===== src/rtl/vending_buyer_agent.sv =====
// rtl/vending_buyer_agent.sv - buyer agent: takes a host order, requests, pays greedily, collects result
// Optional order timeout: define VENDING_BUYER_TIMEOUT_EN.
module vending_buyer_agent #(
    parameter int TIMEOUT_CYCLES = 64
) (
    input  logic       clk_i,
    input  logic       rst_i,
    input  logic       order_valid_i,
    input  logic [1:0] order_drink_i,
    input  logic [4:0] order_tender_i,
    output logic       order_ready_o,
    input  logic       vm_ready_i,
    input  logic       vm_start_pay_i,
    input  logic       vm_request_served_i,
    input  logic [1:0] vm_drink_i,
    input  logic [4:0] vm_changes_i,
    output logic       request_o,
    output logic [1:0] drink_select_o,
    output logic       payment_ones_o,
    output logic       payment_fives_o,
    output logic       payment_tens_o,
    output logic       done_o,
    output logic [1:0] done_drink_o,
    output logic [4:0] done_change_o,
    output logic       timeout_o
);

    typedef enum logic [2:0] {
        IDLE       = 3'd0,
        REQUEST    = 3'd1,
        PAY        = 3'd2,
        WAIT_SERVE = 3'd3,
        DONE       = 3'd4
    } state_t;

    state_t     state_q, state_d;
    logic [4:0] remaining_q;
    logic [1:0] drink_q;
    logic [4:0] change_q;
    logic [1:0] done_drink_q;
    logic [4:0] done_change_q;
    logic [4:0] coin_val;
    logic       accept;
    logic       active;
    logic       cnt_hit;

    assign accept = (state_q == IDLE) && order_valid_i;
    assign active = (state_q == REQUEST) || (state_q == PAY) || (state_q == WAIT_SERVE);

`ifdef VENDING_BUYER_TIMEOUT_EN
    localparam int CW = $clog2(TIMEOUT_CYCLES + 1);
    logic [CW-1:0] cnt_q;
    logic          timeout_q;

    assign cnt_hit   = active && ((cnt_q + CW'(1)) == CW'(TIMEOUT_CYCLES));
    assign timeout_o = timeout_q;

    always_ff @(posedge clk_i or posedge rst_i) begin
        if (rst_i) begin
            cnt_q     <= '0;
            timeout_q <= 1'b0;
        end else if (accept) begin
            cnt_q     <= '0;
            timeout_q <= 1'b0;
        end else if (active) begin
            cnt_q <= cnt_q + CW'(1);
            if (cnt_hit) timeout_q <= 1'b1;
        end
    end
`else
    logic unused_timeout_cfg;
    assign unused_timeout_cfg = (TIMEOUT_CYCLES != 0);
    assign cnt_hit   = 1'b0;
    assign timeout_o = 1'b0;
`endif

    always_ff @(posedge clk_i or posedge rst_i) begin
        if (rst_i) state_q <= IDLE;
        else       state_q <= state_d;
    end

    always_comb begin
        state_d = state_q;
        case (state_q)
            IDLE:       if (order_valid_i) state_d = REQUEST;
            REQUEST:    if (vm_ready_i) state_d = PAY;
            // Leave PAY on the edge that spends the last unit, or at once for a zero tender
            PAY:        if (remaining_q == 5'd0 || (coin_val != 5'd0 && remaining_q == coin_val))
                            state_d = WAIT_SERVE;
            WAIT_SERVE: if (vm_request_served_i) state_d = DONE;
            DONE:       state_d = IDLE;
            default:    state_d = IDLE;
        endcase
        if (cnt_hit) state_d = DONE;
    end

    always_comb begin
        coin_val        = 5'd0;
        payment_tens_o  = 1'b0;
        payment_fives_o = 1'b0;
        payment_ones_o  = 1'b0;
        if (state_q == PAY && vm_start_pay_i && remaining_q != 5'd0) begin
            if (remaining_q >= 5'd10) begin
                payment_tens_o = 1'b1;
                coin_val       = 5'd10;
            end else if (remaining_q >= 5'd5) begin
                payment_fives_o = 1'b1;
                coin_val        = 5'd5;
            end else begin
                payment_ones_o = 1'b1;
                coin_val       = 5'd1;
            end
        end
        order_ready_o  = (state_q == IDLE);
        request_o      = (state_q == REQUEST) && vm_ready_i;
        done_o         = (state_q == DONE);
        drink_select_o = drink_q;
        done_drink_o   = done_drink_q;
        done_change_o  = done_change_q;
    end

    always_ff @(posedge clk_i or posedge rst_i) begin
        if (rst_i) begin
            remaining_q   <= 5'd0;
            drink_q       <= 2'd0;
            change_q      <= 5'd0;
            done_drink_q  <= 2'd0;
            done_change_q <= 5'd0;
        end else begin
            if (accept) begin
                drink_q       <= order_drink_i;
                remaining_q   <= order_tender_i;
                change_q      <= 5'd0;
                done_drink_q  <= 2'd0;
                done_change_q <= 5'd0;
            end
            if ((state_q == PAY || state_q == WAIT_SERVE) && vm_changes_i != 5'd0)
                change_q <= vm_changes_i;
            if (state_q == PAY)
                remaining_q <= remaining_q - coin_val;
            if (state_q == WAIT_SERVE && vm_request_served_i) begin
                done_drink_q  <= vm_drink_i;
                done_change_q <= (vm_changes_i != 5'd0) ? vm_changes_i : change_q;
            end
            // A timeout reports no drink and no change, overriding a same-cycle serve
            if (cnt_hit) begin
                done_drink_q  <= 2'd0;
                done_change_q <= 5'd0;
            end
        end
    end

endmodule

===== config.mk =====
export PLATFORM = sky130hd
export DESIGN_NAME = vending_buyer_agent
export DESIGN_NICKNAME = d
export VERILOG_FILES = /design/src/rtl/vending_buyer_agent.sv
export SDC_FILE = /design/constraint.sdc
export NUM_CORES = 1
export LEC_CHECK = 0
export ABC_AREA = 1
export CORE_MARGIN = 3
export CORE_UTILIZATION = 40
export CTS_BUF_LIST = sky130_fd_sc_hd__clkbuf_16
export CTS_CLUSTER_SIZE = 12
export DETAILED_ROUTE_END_ITERATION = 6
export HOLD_SLACK_MARGIN = 0.05
export PLACE_DENSITY = 0.68
export RECOVER_POWER = 100
export REMOVE_ABC_BUFFERS = 1
export SLEW_MARGIN = 20
export SYNTH_ARGS = -nofsm -noshare
export SYNTH_HDL_FRONTEND = slang
export SYNTH_SLANG_ARGS = --single-unit

===== constraint.sdc =====
create_clock -name clk_i -period 4.6 [get_ports clk_i]
set_input_delay 0.69 -clock clk_i [delete_from_list [all_inputs] [get_ports clk_i]]
set_output_delay 0.69 -clock clk_i [all_outputs]
set_load 0.05 [all_outputs]

-- After elaboration in Yosys (flattened, before gate mapping)
Cells that the tools add are included.
- output and inout bits: 16
- input port bits: 20
- bits in registers: 22
- word-level logic and storage cells: 60
- reductions and logical operators: 18
- magnitude comparators: 2
- add/subtract/negate cells: 1
- muxes and demuxes: 24
- eq/ne operators: 9
- operators with widths (kind ; number):
    5-bit 2-to-1 mux ; 6
    3-bit 2-to-1 mux ; 5
    5-bit nonzero test ; 3
    3-bit one-hot mux with 4 select lines ; 1
    1-bit 2-to-1 mux ; 8
    4-bit 2-to-1 mux ; 2
    2-bit != test, second input constant ; 4
    1-bit logical AND ; 7
    3-bit by 2-bit == test with 1-bit output, second input constant ; 2
    2-bit nonzero test ; 3
    5-bit == test ; 1
    5-bit by 3-bit >= comparator with 1-bit output, second input constant ; 1
    5-bit by 4-bit >= comparator with 1-bit output, second input constant ; 1
    5-bit logical NOT ; 1
    5-bit subtractor ; 1
    2-bit 2-to-1 mux ; 2
    4-bit AND reduction ; 1
    3-bit by 1-bit == test with 1-bit output, second input constant ; 1
    3-bit == test, second input constant ; 1
    3-bit logical NOT ; 1
    1-bit logical OR ; 2

-- Depth between registers and ports, before layout
Gate-level depths: netlist of run 1.
- depth after elaboration: 9
- mapped depth: 14
- mapped depth without buffers: 14

-- Least setup slack after synthesis of run 1
No wires, ideal clock.
- path kind: register to output
- from: reg state_q[1]
- to: out order_ready_o
- path buffers: 1
- stages on the path, launching flop included: 3
- arrival time: 1707 ps
- data required time: 3910 ps
- setup slack: 2203 ps
- cell sequence: dfrtp_1 clkbuf_2 nor3_1
- cells in the longest elaborated chain, start to end: 1
- ends and longest elaborated chain (element ; RTL line ; source):
    from (decl) ; 36 ; state_t state_q, state_d;
    from (signal assigned) ; 79 ; else state_q <= state_d;
    3-bit logical NOT ; 114 ; order_ready_o = (state_q == IDLE);
    to (decl) ; 11 ; output logic order_ready_o,
Every way passes these cells.

-- Final worst setup path of run 1
- from: in vm_start_pay_i
- to: out payment_fives_o
- cells in the longest elaborated chain, start to end: 3
- ends and longest elaborated chain (element ; RTL line ; source):
    from (decl) ; 13 ; input logic vm_start_pay_i,
    1-bit logical AND (2 in a row) ; 102 ; if (state_q == PAY && vm_start_pay_i && remaining_q != 5'd0) begin
    1-bit 2-to-1 mux ; 102 ;
    to (decl) ; 20 ; output logic payment_fives_o,
Every way passes these cells.

==> flow_summary.json, run 1 <==
{
  "firstDrtPassIters": 4,
  "clock_path_buffers": 2,
  "power_uw": 1300,
  "cpPeakStageDelay_ns": 0.86,
  "fin_setup_tns_ns": 0,
  "place_congestion": 0.863,
  "synth-edff-count": 0,
  "yosys-top-cells-count": "nand2_1 (28), inv_1 (27), dfrtp_1 (22)",
  "yosysWarnings": 0,
  "synth_most_common_cell": "nand2_1",
  "power_density_mw_per_mm2": 747,
  "synth.distinct_cells": 31,
  "irDropWorstVdd_uv": 382,
  "cts_resized": 0,
  "drt-vias-per-instance": 5.05,
  "cp-end-kind": "output port",
  "htree_levels": 1,
  "grt.busiest_layer": "met2",
  "finClkSkew_ns": 0.00384,
  "place_ws_ns": 1.51,
  "reg2reg_depth": 14,
  "worst_slew_pin_slew_ns": 0.826,
  "slowest_stage": "dlygate4sd3_1",
  "yosysTopAreaCell": "dfrtp_1",
  "min_to": "drink_select_o[0]$_DFFE_PP0P_",
  "wl_um": 3070,
  "ys_seq_area_share_pct": 42.0,
  "hp-start": "drink_select_o[0]$_DFFE_PP0P_",
  "start_util_pct": 42.6,
  "whs_ns": 0.497,
  "grt_overflow": 0,
  "cts_buffers": 3,
  "maxSlewViolCount": 0,
  "regArea_um2": 551,
  "postSynthCellCount": 162,
  "synth-compound-area-share_pct": 10.3,
  "dieWidth_um": 63.2,
  "synth-seq-cells": 22,
  "whs_path_depth": 1,
  "hold_path.class": "flop to flop",
  "finalWorstSetupSlack_ns": 1.35,
  "crit_type": "primary input to output port",
  "layout.nets": 223,
  "dieArea_mm2": 0.00400,
  "grt_pass1_vias": 1191,
  "clock_latency_ns": 0.25,
  "leakage_uw": 0.000869,
  "yosys.area_share.adder_pct": 5.35,
  "cts_root_buffer": "clkbuf_16",
  "cts.sinks": 22,
  "multi_input_area_um2": 596,
  "yosysTopAreaCellShare_pct": 42.0,
  "use_met1_pct": 20.4,
  "track_usage_pct": 16.3,
  "cts_setup_buffers": 0,
  "dpl.hpwl_um": 2280,
  "status": "finished clean",
  "fillers": 299,
  "path_clk_slew_ns": 0.05,
  "cp_common_cell": "dlygate4sd3_1",
  "path_cells": "dlygate4sd3_1, nand3_4, nor2_1, nand2_2, inv_2, dlygate4sd3_1",
  "critPathArrivalTime_ns": 2.56,
  "synth-main-ff-cell": "dfrtp_1",
  "grt_util_met2_pct": 29.0,
  "synth_xor_area_share_pct": 0.669,
  "dr.first_iter.drc_count": 99,
  "fp-row-count": 20,
  "wire_per_inst_um": 12.7,
  "synth_top_family_by_area": "simple AND/OR/NAND/NOR gates",
  "relSlewSlack_pct": 44.9,
  "drc": 0,
  "period_share_pct": 70.6,
  "die_y_um": 63.2,
  "rr_endpoint": "remaining_q[4]$_DFFE_PP0P_",
  "ant_nets": 0,
  "synth_mux_area_share_pct": 1.72,
  "cts.hold.buffers_added": 0,
  "hold_viol_final": 0,
  "grt_start_max_net_pins": 23,
  "synth.area.top_cells": "dfrtp_1 (42%), nand2_1 (8.0%), inv_1 (7.7%)",
  "vias": 1216,
  "yosys.area_share.simple_pct": 29.1,
  "syn2layout_area_growth_pct": 32.7,
  "avgSynthCellArea_um2": 8.09,
  "period_needed_ns": 3.25,
  "async_flop_share_pct": 100,
  "timing.rr.start": "state_q[0]$_DFFE_PP0P_",
  "grt_antenna_before_repair": 0,
  "drive_above_1_share_pct": 6.60,
  "rsz0062_at_grt": "false",
  "start_kind": "primary input",
  "timing.fmax_ghz": 0.308,
  "setup_viol": 0,
  "cp.required_ns": 3.91,
  "crit_fanout": 3,
  "maxCapViolations": 0,
  "syn_area_mm2": 0.00131,
  "grt_use_met3_pct": 2.50,
  "r2r_slack_ns": 2.30,
  "diodes": 0,
  "cts_tree": "yes",
  "grt_pass1_wl_um": 5320,
  "core_area_mm2": 0.00308,
  "pin_count": 36,
  "io_buffers": 34
}
==> state kept, by name, summed over array words and instances, names as in the netlist <==
register / cells
change_q: 5
state_q: 3
done_change_o: 5
done_drink_o: 2
drink_select_o: 2
remaining_q: 5
==> metal layers <==
metal  part of all wire, %  wire length, µm
met1                    42             1300
met4                   1.4               44
met3                   6.0              183
met2                    50             1550
met5                     0                0
==> worst max-delay path, delay by kind of cell <==
family	cells	cell delay [ns]
buffers and inverters	3	1.53
and+or+nand+nor	3	0.34
==> power breakdown <==
part           total [µW]  switching, µW  internal [µW]
Clock                 181           65.3            116
Sequential            353           65.4            288
Combinational         764            511            253
Total                1300            642            656
==> worst max path at each step <==
| stage | from | cells past startpoint | to |
|---|---|---|---|
| 6_report | vm_start_pay_i | 6 | payment_fives_o |
| 5_1_grt | vm_start_pay_i | 4 | payment_tens_o |
| 4_1_cts | vm_start_pay_i | 4 | payment_tens_o |
| 3_5_place_dp | vm_start_pay_i | 4 | payment_tens_o |
| 3_3_place_gp | vm_start_pay_i | 4 | payment_tens_o |
| 2_1_floorplan | state_q[1]$_DFFE_PP0P_ | 1 | order_ready_o |
==> cell type report <==
| class | instances | share of cell area (%) |
|---|---|---|
| clock buffer | 3 | 4.32 |
| clock inverter | 1 | 0.216 |
| inverter | 30 | 6.77 |
| multi-input combinational | 107 | 34.3 |
| sequential | 22 | 31.7 |
| tap | 44 | 3.17 |
| timing repair buffer | 34 | 19.6 |
==> kinds of logic after synthesis <==
group	count (synthesis)
AOI/OAI and AO/OA	23
other	1
DFF	22
and+or+nand+nor	75
xor gates and xnor gates	1
buffers and inverters	33
muxes	2
adders and majority gates	5
==> per-stage QoR <==
stage / instance area, µm² / util, % / cells
after CTS: 1760 / 57.3 / 241
after global placement: 1690 / 54.8 / 237
after detailed placement: 1690 / 54.8 / 237
after global routing: 1740 / 56.5 / 241
after floorplan: 1290 / - / 159
final: 1740 / 56.5 / 241
==> cell usage in the layout, fill, tap and decap left out, types with 4 or more instances in the layout <==
cell type and n:
inv_1 27, dfrtp_1 22, a21oi_1 4, nor2_1 15
o21ai_0 8, dlygate4sd3_1 19, nand2_1 29, clkdlybuf4s50_1 15
nand3_1 18, o22ai_1 7, ha_1 4, nand4_1 6
No activity file was read; power rests on OpenSTA's default activity.
==> run 2: changes to the inputs <==
PLACE_DENSITY = 0.71   (was 0.68)
clock period = 2.91 ns   (was 4.6 ns; I/O delays follow)
==> flow_summary.json, run 2 (synthesis results as in run 1) <==
{
  "status": "finished clean",
  "start_kind": "flop",
  "pin_count": 36,
  "hold_viol_final": 0,
  "diodes": 0,
  "firstDrtPassIters": 5,
  "finClkSkew_ns": 0.00174,
  "fin_setup_tns_ns": 0,
  "cts_resized": 0,
  "period_needed_ns": 2.72,
  "crit_fanout": 7,
  "place_congestion": 0.901,
  "vias": 1224,
  "power_density_mw_per_mm2": 1190,
  "final_common_cell": "nand2_1",
  "crit_type": "flop to output port",
  "grt_antenna_before_repair": 0,
  "worstSetupEndpoint": "payment_fives_o",
  "start_util_pct": 42.6,
  "r2r_slack_ns": 0.59,
  "startpoint": "state_q[0]$_DFFE_PP0P_",
  "io_buffers": 34,
  "cts_tree": "yes",
  "grt_start_max_net_pins": 23,
  "worst_slew_pin_slew_ns": 0.789,
  "cts.sinks": 22,
  "leakage_uw": 0.000859,
  "dr.first_iter.drc_count": 53,
  "ant_nets": 0,
  "dieArea_mm2": 0.00400,
  "syn2layout_area_growth_pct": 31.8,
  "clock_latency_ns": 0.25,
  "dpl.hpwl_um": 2450,
  "setup_viol": 0,
  "critPathArrivalTime_ns": 2.29,
  "clock_path_buffers": 2,
  "grt_pass1_vias": 1273,
  "fillers": 296,
  "timing.rr.start": "state_q[0]$_DFFE_PP0P_",
  "drt-vias-per-instance": 5.08,
  "final_cell_mix": "nand2_1 (29), inv_1 (27), dfrtp_1 (22), nand3_1 (19), clkdlybuf4s50_1 (17)",
  "cp-end-kind": "output port",
  "path_clk_slew_ns": 0.05,
  "drive_above_1_share_pct": 6.60,
  "wl_um": 3150,
  "cts_buffers": 3,
  "layout.nets": 223,
  "cts.hold.buffers_added": 0,
  "maxSlewViolCount": 0,
  "maxCapViolations": 0,
  "fp-row-count": 20,
  "period_share_pct": 93.6,
  "irDropWorstVdd_uv": 519,
  "reg2reg_depth": 14,
  "htree_levels": 1,
  "track_usage_pct": 16.8,
  "regArea_um2": 551,
  "relSlewSlack_pct": 47.4,
  "drc": 0,
  "die_y_um": 63.2,
  "multi_input_area_um2": 591,
  "fin_util_pct": 56.1,
  "rsz0062_at_grt": "false",
  "core_area_mm2": 0.00308,
  "cts_root_buffer": "clkbuf_16",
  "grt_pass1_wl_um": 5440,
  "rr_endpoint": "remaining_q[4]$_DFFE_PP0P_",
  "hold_path.class": "flop to flop",
  "cts_setup_buffers": 0,
  "timing.fmax_ghz": 0.367,
  "grt_overflow": 0,
  "wire_per_inst_um": 13.1,
  "dieWidth_um": 63.2,
  "cp.required_ns": 2.47
}
-- run 2: worst min path at each step --
| stage | startpoint | end | slack [ns] | cells past startpoint |
|---|---|---|---|---|
| global route | drink_select_o[0]$_DFFE_PP0P_ | drink_select_o[0]$_DFFE_PP0P_ | 0.52 | 1 |
| global placement | drink_select_o[0]$_DFFE_PP0P_ | drink_select_o[0]$_DFFE_PP0P_ | 0.49 | 1 |
| detailed placement | done_change_o[3]$_DFFE_PP0P_ | done_change_o[3]$_DFFE_PP0P_ | 0.49 | 2 |
| finish | done_drink_o[1]$_DFFE_PP0P_ | done_drink_o[1]$_DFFE_PP0P_ | 0.50 | 2 |
| floorplan | rst_i | change_q[0]$_DFFE_PP0P_ | 0.43 | 1 |
| CTS | drink_select_o[0]$_DFFE_PP0P_ | drink_select_o[0]$_DFFE_PP0P_ | 0.51 | 1 |
-- run 2: final cells by class --
type,count,area share (%)
repair buffers,34,19.3
flip-flops and latches,22,31.9
clock inverters,1,0.217
well taps,44,3.19
clock buffers,3,4.35
multi-input cells,107,34.2
inverters,30,6.81
-- run 2: worst max-delay path: stages (launching register included) --
cell and delay (ns):
dfrtp_1 0.45, nor2_4 0.21, nand2_4 0.11, inv_6 0.09, nand3_1 0.14, nor2_4 0.13, nand2_2 0.07, inv_2 0.05
clkdlybuf4s50_1 0.78
-- run 2: power breakdown --
group          internal, µW  switching (µW)
logic                   398             822
clock network           183             101
registers               455             102
total                  1040            1030
-- run 2: metal layers --
metal / wire length [µm] / global-route usage, % / up-vias
met3: 134 / 2.50 / 7
met2: 1660 / 30.6 / 37
met5: 0 / 0 / -
met4: 58 / 7.55 / 0
met1: 1300 / 19.4 / 581
li1: - / - / 599
-- run 2: stage by stage --
stage          std cells  setup slack (ns)  power (µW)  hold WS, ns  instance area, µm²
2_1_floorplan        159             0.759        1470        0.426                1290
3_3_place_gp         237             0.409        1790        0.489                1680
3_5_place_dp         237             0.353        1830        0.495                1680
4_1_cts              241             0.224        2130        0.512                1760
5_1_grt              241            0.0850        2230        0.520                1730
6_report             241             0.186        2060        0.501                1730
